--- src/rtl/alu3_sweep_ctrl.sv ---
// rtl/alu3_sweep_ctrl.sv - sequencer that sweeps a small ALU through its enabled ops
//
// Purpose:
//   Latches one operand pair on start, steps the external combinational ALU
//   through every operation enabled in OP_MASK (one op per clock), captures
//   each result and its zero flag, then pulses done with all results stable.
//
// Ports:
//   clk, rst             rising-edge clock, asynchronous active-high reset
//   start, a_in, b_in    sweep request and operands, sampled only in IDLE
//   alu_din0, alu_din1   latched operands driven to the ALU
//   alu_sel              current ALU operation
//   alu_dout             combinational ALU result for the current drive
//   busy                 sweep in progress (RUN or DONE)
//   done                 one-cycle pulse, results valid and stable
//   res_add..res_shr     captured results of ops 0..3
//   zero_mask            bit k set when the op-k result is zero
module alu3_sweep_ctrl #(
  parameter int unsigned WIDTH   = 3,
  parameter logic [3:0]  OP_MASK = 4'b1111
) (
  input  logic             clk,
  input  logic             rst,
  input  logic             start,
  input  logic [WIDTH-1:0] a_in,
  input  logic [WIDTH-1:0] b_in,
  output logic [WIDTH-1:0] alu_din0,
  output logic [WIDTH-1:0] alu_din1,
  output logic [1:0]       alu_sel,
  input  logic [WIDTH-1:0] alu_dout,
  output logic             busy,
  output logic             done,
  output logic [WIDTH-1:0] res_add,
  output logic [WIDTH-1:0] res_sub,
  output logic [WIDTH-1:0] res_and,
  output logic [WIDTH-1:0] res_shr,
  output logic [3:0]       zero_mask
);

  localparam logic [1:0] ST_IDLE = 2'd0;
  localparam logic [1:0] ST_RUN  = 2'd1;
  localparam logic [1:0] ST_DONE = 2'd2;

  function automatic logic [1:0] lowest_op(input logic [3:0] m);
    logic [1:0] r;
    r = 2'd0;
    for (int k = 3; k >= 0; k--) begin
      if (m[2'(k)]) r = 2'(k);
    end
    return r;
  endfunction

  function automatic logic [1:0] highest_op(input logic [3:0] m);
    logic [1:0] r;
    r = 2'd0;
    for (int k = 0; k <= 3; k++) begin
      if (m[2'(k)]) r = 2'(k);
    end
    return r;
  endfunction

  localparam logic [1:0] FIRST_OP = lowest_op(OP_MASK);
  localparam logic [1:0] LAST_OP  = highest_op(OP_MASK);
  localparam bit         NO_OPS   = (OP_MASK == 4'b0000);

  logic [1:0]       state;
  logic [1:0]       next_sel;
  logic [WIDTH-1:0] res_q [4];

  // Next higher enabled op above the current one; scanning downward leaves
  // the lowest qualifying op as the final assignment.
  always_comb begin
    next_sel = alu_sel;
    for (int k = 3; k >= 0; k--) begin
      if (OP_MASK[2'(k)] && (k > int'(alu_sel))) next_sel = 2'(k);
    end
  end

  always_ff @(posedge clk or posedge rst) begin
    if (rst) begin
      state     <= ST_IDLE;
      busy      <= 1'b0;
      done      <= 1'b0;
      alu_din0  <= '0;
      alu_din1  <= '0;
      alu_sel   <= 2'd0;
      zero_mask <= 4'b0000;
      for (int k = 0; k < 4; k++) res_q[k] <= '0;
    end else begin
      case (state)
        ST_IDLE: begin
          if (start) begin
            alu_din0  <= a_in;
            alu_din1  <= b_in;
            alu_sel   <= FIRST_OP;
            zero_mask <= 4'b0000;
            for (int k = 0; k < 4; k++) res_q[k] <= '0;
            busy      <= 1'b1;
            // With nothing enabled the sweep collapses straight to its done cycle.
            if (NO_OPS) begin
              state <= ST_DONE;
              done  <= 1'b1;
            end else begin
              state <= ST_RUN;
            end
          end
        end
        ST_RUN: begin
          res_q[alu_sel]     <= alu_dout;
          zero_mask[alu_sel] <= (alu_dout == '0);
          if (alu_sel == LAST_OP) begin
            // alu_sel stays on the last op and is held through IDLE.
            state <= ST_DONE;
            done  <= 1'b1;
          end else begin
            alu_sel <= next_sel;
          end
        end
        ST_DONE: begin
          state <= ST_IDLE;
          busy  <= 1'b0;
          done  <= 1'b0;
        end
        default: begin
          state <= ST_IDLE;
          busy  <= 1'b0;
          done  <= 1'b0;
        end
      endcase
    end
  end

  assign res_add = res_q[0];
  assign res_sub = res_q[1];
  assign res_and = res_q[2];
  assign res_shr = res_q[3];

endmodule

--- config.mk ---
export PLATFORM = sky130hd
export DESIGN_NAME = alu3_sweep_ctrl
export DESIGN_NICKNAME = d
export VERILOG_FILES = /design/src/rtl/alu3_sweep_ctrl.sv
export SDC_FILE = /design/constraint.sdc
export NUM_CORES = 1
export LEC_CHECK = 0
export ABC_AREA = 0
export CORE_MARGIN = 4
export CORE_UTILIZATION = 40
export CTS_BUF_LIST = sky130_fd_sc_hd__clkbuf_2 sky130_fd_sc_hd__clkbuf_4 sky130_fd_sc_hd__clkbuf_8
export DETAILED_ROUTE_END_ITERATION = 16
export GPL_TIMING_DRIVEN = 0
export PLACE_DENSITY = 0.88
export SYNTH_ARGS = -nofsm -noshare
export SYNTH_HDL_FRONTEND = slang
export SYNTH_SLANG_ARGS = --single-unit
--- constraint.sdc ---
create_clock -name clk -period 3 [get_ports clk]
set_input_delay 0.6 -clock clk [delete_from_list [all_inputs] [get_ports clk]]
set_output_delay 0.6 -clock clk [all_outputs]
set_load 0.01 [all_outputs]
### Yosys cells after proc, flatten, opt, wreduce, memory -nomap -nowiden

Cells that the tools add are included.

* register bits: 28
* bits of input ports: 12
* output and inout port bits: 26
* logic and storage cells: 57

* magnitude comparators: 5
* eq/ne operators: 6
* multiplexer cells: 21
* bitwise logic cells: 3
* reductions and logical operators: 11

Operators with widths (count)
* $pmux 12 s2: 1
* $bwmux 12: 1
* $mux 12: 1
* $mux 2: 5
* $reduce_and 2->1: 5
* $ne 2x2->1 const B: 4
* $pmux 2 s2: 2
* $pmux 4 s2: 1
* $demux 3 s2: 1
* $bwmux 4: 1
* $eq 2x1->1 const B: 2
* $mux 4: 1
* $pmux 1 s2: 2
* $reduce_and 4->1: 1
* $ge 3x3->1 const B: 1
* $logic_not 3->1: 1
* $lt 2x3->1 const B: 1
* $lt 3x1->1 const B: 1
* $mux 1: 3
* $mux 3: 1
* $not 2->3: 1
* $demux 1 s2: 1
* $ge 2x1->1 const B: 1
* $gt 1x2->1 const A: 1
* 4 further kinds: 6

### Depth between registers and ports, before layout

Gate-level depths: netlist of run 1.

* depth after elaboration: 7
* mapped depth: 4
* depth with buffers taken out: 3

### Least setup slack after synthesis of run 1

OpenSTA, ideal clock, no wires.

* path kind: input to register
* from: input start
* to: register zero_mask[0]
* setup time: 0.121 ns
* arrival: 1.311 ns
* data required time: 2.879 ns
* slack: 1.568 ns
* cell stages on the path: 3
* path buffers: 0
* path through: nor3b_4 -> nor2_1 -> a22o_1

* longest elaborated chain between the ends: 2

Ends and longest elaborated chain
* start: declaration: RTL line 24 `input logic start,`
* $ne 2x2->1 (no source line)
* $reduce_and 2->1 (no source line)
* end signal: indexed assignment: RTL line 110 `zero_mask[alu_sel] <= (alu_dout == '0);`
* end: declaration: RTL line 37 `output logic [3:0] zero_mask`

Every way passes these cells.
A chain may end at the register's enable or synchronous reset.

### Worst setup path after layout of run 1

* from: register alu_sel[0]
* to: output alu_sel[0]

RTL lines
* start: declaration: RTL line 29 `output logic [1:0] alu_sel,`
* start signal: assignment: RTL line 116 `alu_sel <= next_sel;`

No word-level cell between the ends.

==> out/qor.yml, run 1 <==
post-route-min-period_ns: 1.883
intPower_uw: 766.6
dpl-instance-area_um2: 1136
core-area_um2: 1802
wl_met3_um: 107
clock_sinks: 19
cts_tree: "yes"
grt_first_pass_wirelength_um: 2911
grt_usage_pct: 14.85
rr_endpoint: "zero_mask[0]"
area_growth_pct: 46.46
yosysTopAreaCellShare_pct: 59.84
pwr-share-comb_pct: 48.7
pwr-share-seq_pct: 40.2
dieHeight_um: 52.57
syn-cell-area_um2: 794.5
post-route-period-util_pct: 62.77
syn_inst: 57
wl_met1_um: 678
drt_iter0_drc: 16
met2RoutedLength_um: 987
numPortBuffers: 28
wirelength_um: 1831
whs_endpoint: "busy"
p_sw_share_pct: 33.56
post_cts_buffers: 0
crit_required_ns: 2.40
nets: 110
path_delay_family: "buffers and inverters"
outcome: "completed"
p_per_area_nw_per_um2: 991.5
clock_latency_ns: 0.30
synth.distinct_cells: 16
worst-path-buf-inv: 1
overflow: 0
path_clk_slew_ns: 0.11
drv_slew: 0
ff2ff_path_depth: 3
cp_data_arrival_time_ns: 1.28
grt_max_degree: 20
synth_seq_area_share_pct: 59.84
utilization_pct: 64.58
antenna_found_initial: 0
rrSetupSlack_ns: 1.51
r2r-start: "state[0]"
drc: 0
min_path_cells: 1
whs_ns: 0.5103
top_layer: "met4"
grt_setup_unrepaired: "false"
syn_area_per_cell_um2: 13.94
root_buffer: "clkbuf_4"
hpwl_um: 1410
cts_resized: 0
cts_buffer_depth: 2
drive_gt1_share_pct: 28.87
drv_cap: 0
hold_viol: 0
hold_path.class: "reg2reg"
fillers: 147
ctsHtreeMaxLevel: 1
tns_ns: 0
slew_headroom_pct: 53.91
hold_buffers: 0
numCtsBuffers: 3
grt_pass1_vias: 633
setup_viol: 0
yosysTopAreaCell: "dfrtp_1"
min_from: "busy"
initial_core_util_pct: 44.10
startpoint_type: "flip-flop"
p_leak_nw: 0.5498
antennaDiodeCount: 0
rows: 15
critPathMaxStageDelay_ns: 0.56
ys_ff_latch: 19
power_frac_clock_pct: 11.1
cp_max_fo: 4
peakVddDrop_uv: 584.2
final_area_um2: 1164
dieArea_um2: 2763
endpoint_kind: "primary output"
tightest_slew_ns: 0.6906
die_w_um: 52.57
crit_chain: "clkdlybuf4s50_1"
drt-vias-per-instance: 4.828
yosys-top-cells-area: "dfrtp_1 60%, buf_4 8.5%, mux2_2 8.5%"
gp_congestion: 0.7885
wl_per_cell_um: 15.01
max_freq_ghz: 0.5311
switchingPower_uw: 387.2
finClkSkew_ns: 0.002701
path_class: "reg2out"
crit_slowest_cell: "clkdlybuf4s50_1"
vias: 589
firstDrtPassIters: 5
ant_nets: 0
io_pins: 38
yosysWarnings: 0
[per-stage QoR]
step	setup WS, ns	instances	power, mW
3_5_place_dp	0.8613	118	1.033
5_1_grt	1.049	122	1.226
6_report	1.117	122	1.154
3_3_place_gp	0.9260	118	0.9952
4_1_cts	1.119	122	1.160
2_1_floorplan	1.568	65	0.7349
[cells by family after synthesis]
kind of cell,Yosys count,share of synthesized area [%]
DFF,19,59.84
buffers and inverters,13,11.34
and+or+nand+nor,7,7.243
AOI/OAI and AO/OA,11,12.60
other,1,0.4720
muxes,6,8.503
[placed cells by master (no fill, tap or decap)]
cell / n
a21o_2: 1
nor3b_2: 1
dfrtp_1: 19
inv_1: 3
buf_4: 9
nor3b_4: 1
and3b_2: 1
nor2_1: 2
nand2_1: 1
clkinv_2: 1
a22o_2: 4
a21o_1: 1
clkbuf_4: 3
buf_6: 1
mux2_2: 6
clkdlybuf4s50_1: 28
nor3_1: 1
conb_1: 9
a22o_1: 5
[power by group through the flow]
stage,clock (mW),combinational [mW],sequential [mW]
final,0.128,0.562,0.464
after global routing,0.146,0.599,0.481
after CTS,0.128,0.569,0.463
after detailed placement,0,0.565,0.468
after global placement,0,0.543,0.452
after floorplan,0,0.229,0.506
[cell type report]
type / count / area [um2] / area share (%)
Timing Repair Buffer: 28 / 280.3 / 24.09
Inverter: 3 / 11.26 / 0.9677
Sequential cell: 19 / 475.5 / 40.86
Buffer: 10 / 78.83 / 6.774
Clock inverter: 1 / 5.005 / 0.4301
Multi-Input combinational cell: 33 / 259.0 / 22.26
Clock buffer: 3 / 22.52 / 1.935
Tap cell: 25 / 31.28 / 2.688
[how the worst max path moves through the flow]
stage / slack (ns) / cells after the start / startpoint / endpoint
after detailed placement: 0.86 / 4 / start / zero_mask[0]
final: 1.12 / 1 / alu_sel[0] / alu_sel[0]
after global placement: 0.93 / 4 / start / zero_mask[0]
after CTS: 1.12 / 1 / alu_sel[0] / alu_sel[0]
after floorplan: 1.57 / 3 / start / zero_mask[0]
after global routing: 1.05 / 1 / alu_sel[0] / alu_sel[0]
[metal layers]
metal	track usage [%]	vias to the layer above
li1	-	262
met1	15.61	286
met2	27.48	33
met3	2.279	8
met4	8.511	0
met5	0	-
[synth_stat cells, drive strengths merged]
cell and n:
dfrtp 19, buf 10, a22o 9, mux2 6, inv 3, a21o 2
nor2 2, nor3b 2, and3b 1, conb 1, nand2 1, nor3 1
[state kept, by name (all words and copies together) (netlist names)]
register,count
state,2
zero_mask,2
res_add,3
busy,1
res_sub,3
alu_din1,3
alu_din0,3
done,1
alu_sel,1
No activity file was read; power rests on OpenSTA's default activity.
==> run 2, diff against run 1 <==
Settings changed: CORE_UTILIZATION 40 to 37, PLACE_DENSITY 0.88 to 0.86.
Clock period 3 ns to 1.6 ns, I/O delays scaled along.
==> out/qor.yml, run 2 (synthesized netlist as in run 1, its figures left out) <==
tns_ns: 0
initial_core_util_pct: 39.69
crit_slowest_cell: "clkdlybuf4s50_1"
ctsHtreeMaxLevel: 1
grt_max_degree: 20
r2r-start: "alu_sel[0]"
grt_pass1_vias: 557
overflow: 0
hold_buffers: 0
drv_cap: 0
whs_ns: 0.4165
final_cell_mix: "26 x clkdlybuf4s50_1, 19 x dfrtp_1, 12 x buf_4"
clock_sinks: 19
drt-vias-per-instance: 4.339
grt_util_met1_pct: 14.56
cp_max_fo: 2
wirelength_um: 1508
crit_required_ns: 1.28
grt_util_met3_pct: 4.087
slew_headroom_pct: 54.36
hold_viol: 0
peakVddDrop_uv: 1154
worst-path-buf-inv: 1
final_common_cell: "clkdlybuf4s50_1"
core-area_um2: 2002
path_delay_family: "buffers and inverters"
nets: 113
hold_path.class: "in2async"
cts_tree: "yes"
rows: 16
antennaDiodeCount: 0
total_power_mw: 2.159
p_leak_nw: 0.5895
startpoint_type: "flip-flop"
hpwl_um: 1191
grt_setup_unrepaired: "false"
drt_iter0_drc: 4
grt_first_pass_wirelength_um: 2477
post-route-min-period_ns: 1.544
p_per_area_nw_per_um2: 1809
drv_slew: 0
crit_chain: "clkdlybuf4s50_1"
max_freq_ghz: 0.6475
area_growth_pct: 50.24
path_clk_slew_ns: 0.11
crit_start: "res_add[0]"
tightest_slew_ns: 0.6838
cp_data_arrival_time_ns: 1.22
wl_per_cell_um: 11.87
critPathMaxStageDelay_ns: 0.55
busiest_layer: "met2"
gp_congestion: 0.7572
antenna_found_initial: 0
drc: 0
cts_buffer_depth: 2
path_class: "reg2out"
drive_gt1_share_pct: 31.00
post-route-period-util_pct: 96.53
dieHeight_um: 54.34
io_pins: 38
root_buffer: "clkbuf_4"
endpoint_kind: "primary output"
grtUsageMet2_pct: 19.52
vias: 551
firstDrtPassIters: 2
die_w_um: 54.34
numCtsBuffers: 3
outcome: "completed"
setup_viol: 0
ant_nets: 0
dieArea_um2: 2953
numPortBuffers: 28
grt_usage_pct: 11.87
clock_latency_ns: 0.29
finClkSkew_ns: 0.007965
run 2: cell count changes in the layout (fill, tap and decap cells not counted):
cell	delta
dlymetal6s2s_1	+2
clkdlybuf4s50_1	-2
buf_4	+3
run 2: report_power, final:
part           leakage (nW)  total [mW]  internal [mW]  switching (mW)
Sequential            0.236       0.851          0.707           0.144
Combinational         0.336        1.07          0.667           0.406
Clock                0.0177       0.235         0.0928           0.142
Total                 0.589        2.16           1.47           0.692
run 2: through the flow:
stage / setup slack [ns] / instances / util, % / cell area, um2
floorplan: 0.3359 / 65 / - / 824.5
global placement: -0.2200 / 120 / 56.88 / 1139
detailed placement: -0.2333 / 120 / 56.88 / 1139
CTS: 0.006178 / 124 / 58.25 / 1166
global route: 0.0007653 / 127 / 59.62 / 1194
finish: 0.05557 / 127 / 59.62 / 1194
run 2: repair_timing:
action,in CTS,in global routing
resized for setup,0,2
setup endpoints to repair,0,4
setup buffers,0,3
run 2: layer usage:
layer | wire length (um) | vias up
li1 | - | 267
met1 | 656 | 253
met2 | 677 | 31
met3 | 174 | 0
met4 | 0 | 0
met5 | 0 | -
run 2: final cells by class:
class | instances | area [um2]
plain buffers | 10 | 78.83
clock buffers | 3 | 22.52
clock inverters | 1 | 5.005
fillers | 179 | 808.3
inverters | 3 | 11.26
multi-input cells | 33 | 259.0
flip-flops and latches | 19 | 475.5
well taps | 27 | 33.78
repair buffers | 31 | 307.8
run 2: final timing paths:
| path | to | slack (ns) | cells past startpoint |
|---|---|---|---|
| worst min register to register | busy | 0.49 | 1 |
| worst max register to register | zero_mask[0] | 0.25 | 4 |
| min in group clk | busy | 0.49 | 1 |
| worst min-delay path | busy | 0.42 | 2 |
| worst max-delay path | res_add[0] | 0.06 | 1 |
| max in group asynchronous | res_add[1] | 0.74 | 2 |
==> RTL change: new RTL, config.mk and constraints of run 1 <==
The parameter `WIDTH` goes from 3 to 2.
--- a/src/rtl/alu3_sweep_ctrl.sv
+++ b/src/rtl/alu3_sweep_ctrl.sv
@@ -17,5 +17,5 @@
 //   zero_mask            bit k set when the op-k result is zero
 module alu3_sweep_ctrl #(
-  parameter int unsigned WIDTH   = 3,
+  parameter int unsigned WIDTH   = 2,
   parameter logic [3:0]  OP_MASK = 4'b1111
 ) (
Interface: changed (9 resized); port bits go from 38 to 29. No check against the original RTL was run, so the function may have changed too.
==> RTL change against run 1 <==
Total power down 13%. Sequential power fell by 16%. Synthesized cell count down 1.8%. Routed wire length is 23% lower. Area after synthesis down 13%. Setup slack got worse by 0.026 ns. Cell area decreased by 16%. Sequential cell count shrank 4. Global-route usage down 1.9 points. Largest power group unchanged.
==> RTL change: results (changes against run 1) <==
| Metric | Value |
|---|---|
| Status | finished, final reports clean |
| DR vias | 508 (-14%) |
| Worst reg-to-reg path cell count | 4 (+1) |
| Fill count | 130 (-12%) |
| DR pass1 iterations | 2 (-3) |
| Routing usage on met1 | 13.4% (-2.2 points) |
| Later-pin clock latency in the skew report | 0.27 ns (-0.03 ns) |
| Reg2Reg Setup Slack | 1.68 ns (+0.17 ns) |
| Fin nets | 97 (-12%) |
| Wirelength per Cell | 13.6 um (-9.2%) |
| Drt initial violations | 6 (-10) |
| Met2 GRT Util | 23.2% (-4.3 points) |
| Dominant cells by area after synthesis | dfrtp_1 (54%), a22o_1 (10%), mux2_4 (8.7%) |
| Layout cells sized above 1 | 20.7% (-8.2 points) |
| WP data arrival | 1.31 ns (+0.03 ns) |
| Hold WS | 0.491 ns (-0.0188 ns) |
| Crit path max fanout | 8 (+4) |
| Hold path startpoint | done$_DFFE_PP0P_ |
| GR Util All Layers | 13.0% (-1.9 points) |
| P_sw | 0.343 mW (-11%) |
| Reg2reg end | alu_din0[1]$_DFFE_PP0P_ |
| Port bufs | 21 (-25%) |
| Post-synth top cells | dfrtp_1 (15), a22o_1 (8), buf_4 (7) |
| Static leakage | 0.465 nW (-16%) |
| Unique masters post-synth | 18 (+2) |
| Hold Path Sink | done$_DFFE_PP0P_ |
-- RTL change: cell count changes in the layout (fill, tap and decap cells not counted), moves of 3 or more --
cell,before,now
a22o_1,5,8
mux2_2,6,0
mux2_4,0,4
a22o_2,4,0
clkdlybuf4s50_1,28,21
dfrtp_1,19,15
-- RTL change: final cells by class --
type                    count  area share, %
flip-flops and latches     15           38.6
multi-input cells          35           26.5
repair buffers             21           21.6
plain buffers               8           6.56
clock buffers               4           3.09
well taps                  16           2.06
inverters                   4           1.54
-- RTL change: through the flow --
stage | cell area [um2] | utilization, % | worst slack (ns) | std cells
after global routing | 972 | 62.4 | 1.00 | 103
after detailed placement | 942 | 60.4 | 1.13 | 99
after CTS | 972 | 62.4 | 1.07 | 103
after global placement | 942 | 60.4 | 1.16 | 99
final | 972 | 62.4 | 1.09 | 103
after floorplan | 712 | - | 1.72 | 62
-- RTL change: how the worst max path moves through the flow --
stage                      startpoint  cells after the start                      end  slack (ns)
5_1_grt        alu_sel[0]$_DFFE_PP0P_                      1               alu_sel[0]         1.0
3_3_place_gp                    start                      4  alu_din0[0]$_DFFE_PP0P_        1.16
2_1_floorplan                   start                      3  alu_din0[0]$_DFFE_PP0P_        1.72
3_5_place_dp                    start                      4  alu_din0[1]$_DFFE_PP0P_        1.13
6_report       alu_sel[0]$_DFFE_PP0P_                      1               alu_sel[0]        1.09
4_1_cts        alu_sel[0]$_DFFE_PP0P_                      1               alu_sel[0]        1.07
-- RTL change: layer usage --
| layer | wire length, um | vias up |
|---|---|---|
| met5 | 0 | - |
| met4 | 27 | 0 |
| met3 | 97 | 2 |
| met2 | 756 | 21 |
| met1 | 522 | 236 |
| li1 | - | 249 |
-- RTL change: logic make-up after synthesis --
group	count (synthesis)	share of synthesized area [%]
compound gates	17	19.1
simple gates	7	5.81
flops	15	54.4
other cells	1	0.544
buf+inv	12	11.4
mux	4	8.71
-- RTL change: power by group through the flow --
stage | Clock, mW | Sequential (mW) | Combinational [mW]
floorplan | 0 | 0.416 | 0.241
global placement | 0 | 0.383 | 0.482
detailed placement | 0 | 0.391 | 0.499
CTS | 0.123 | 0.390 | 0.499
finish | 0.118 | 0.389 | 0.492
global route | 0.130 | 0.408 | 0.533
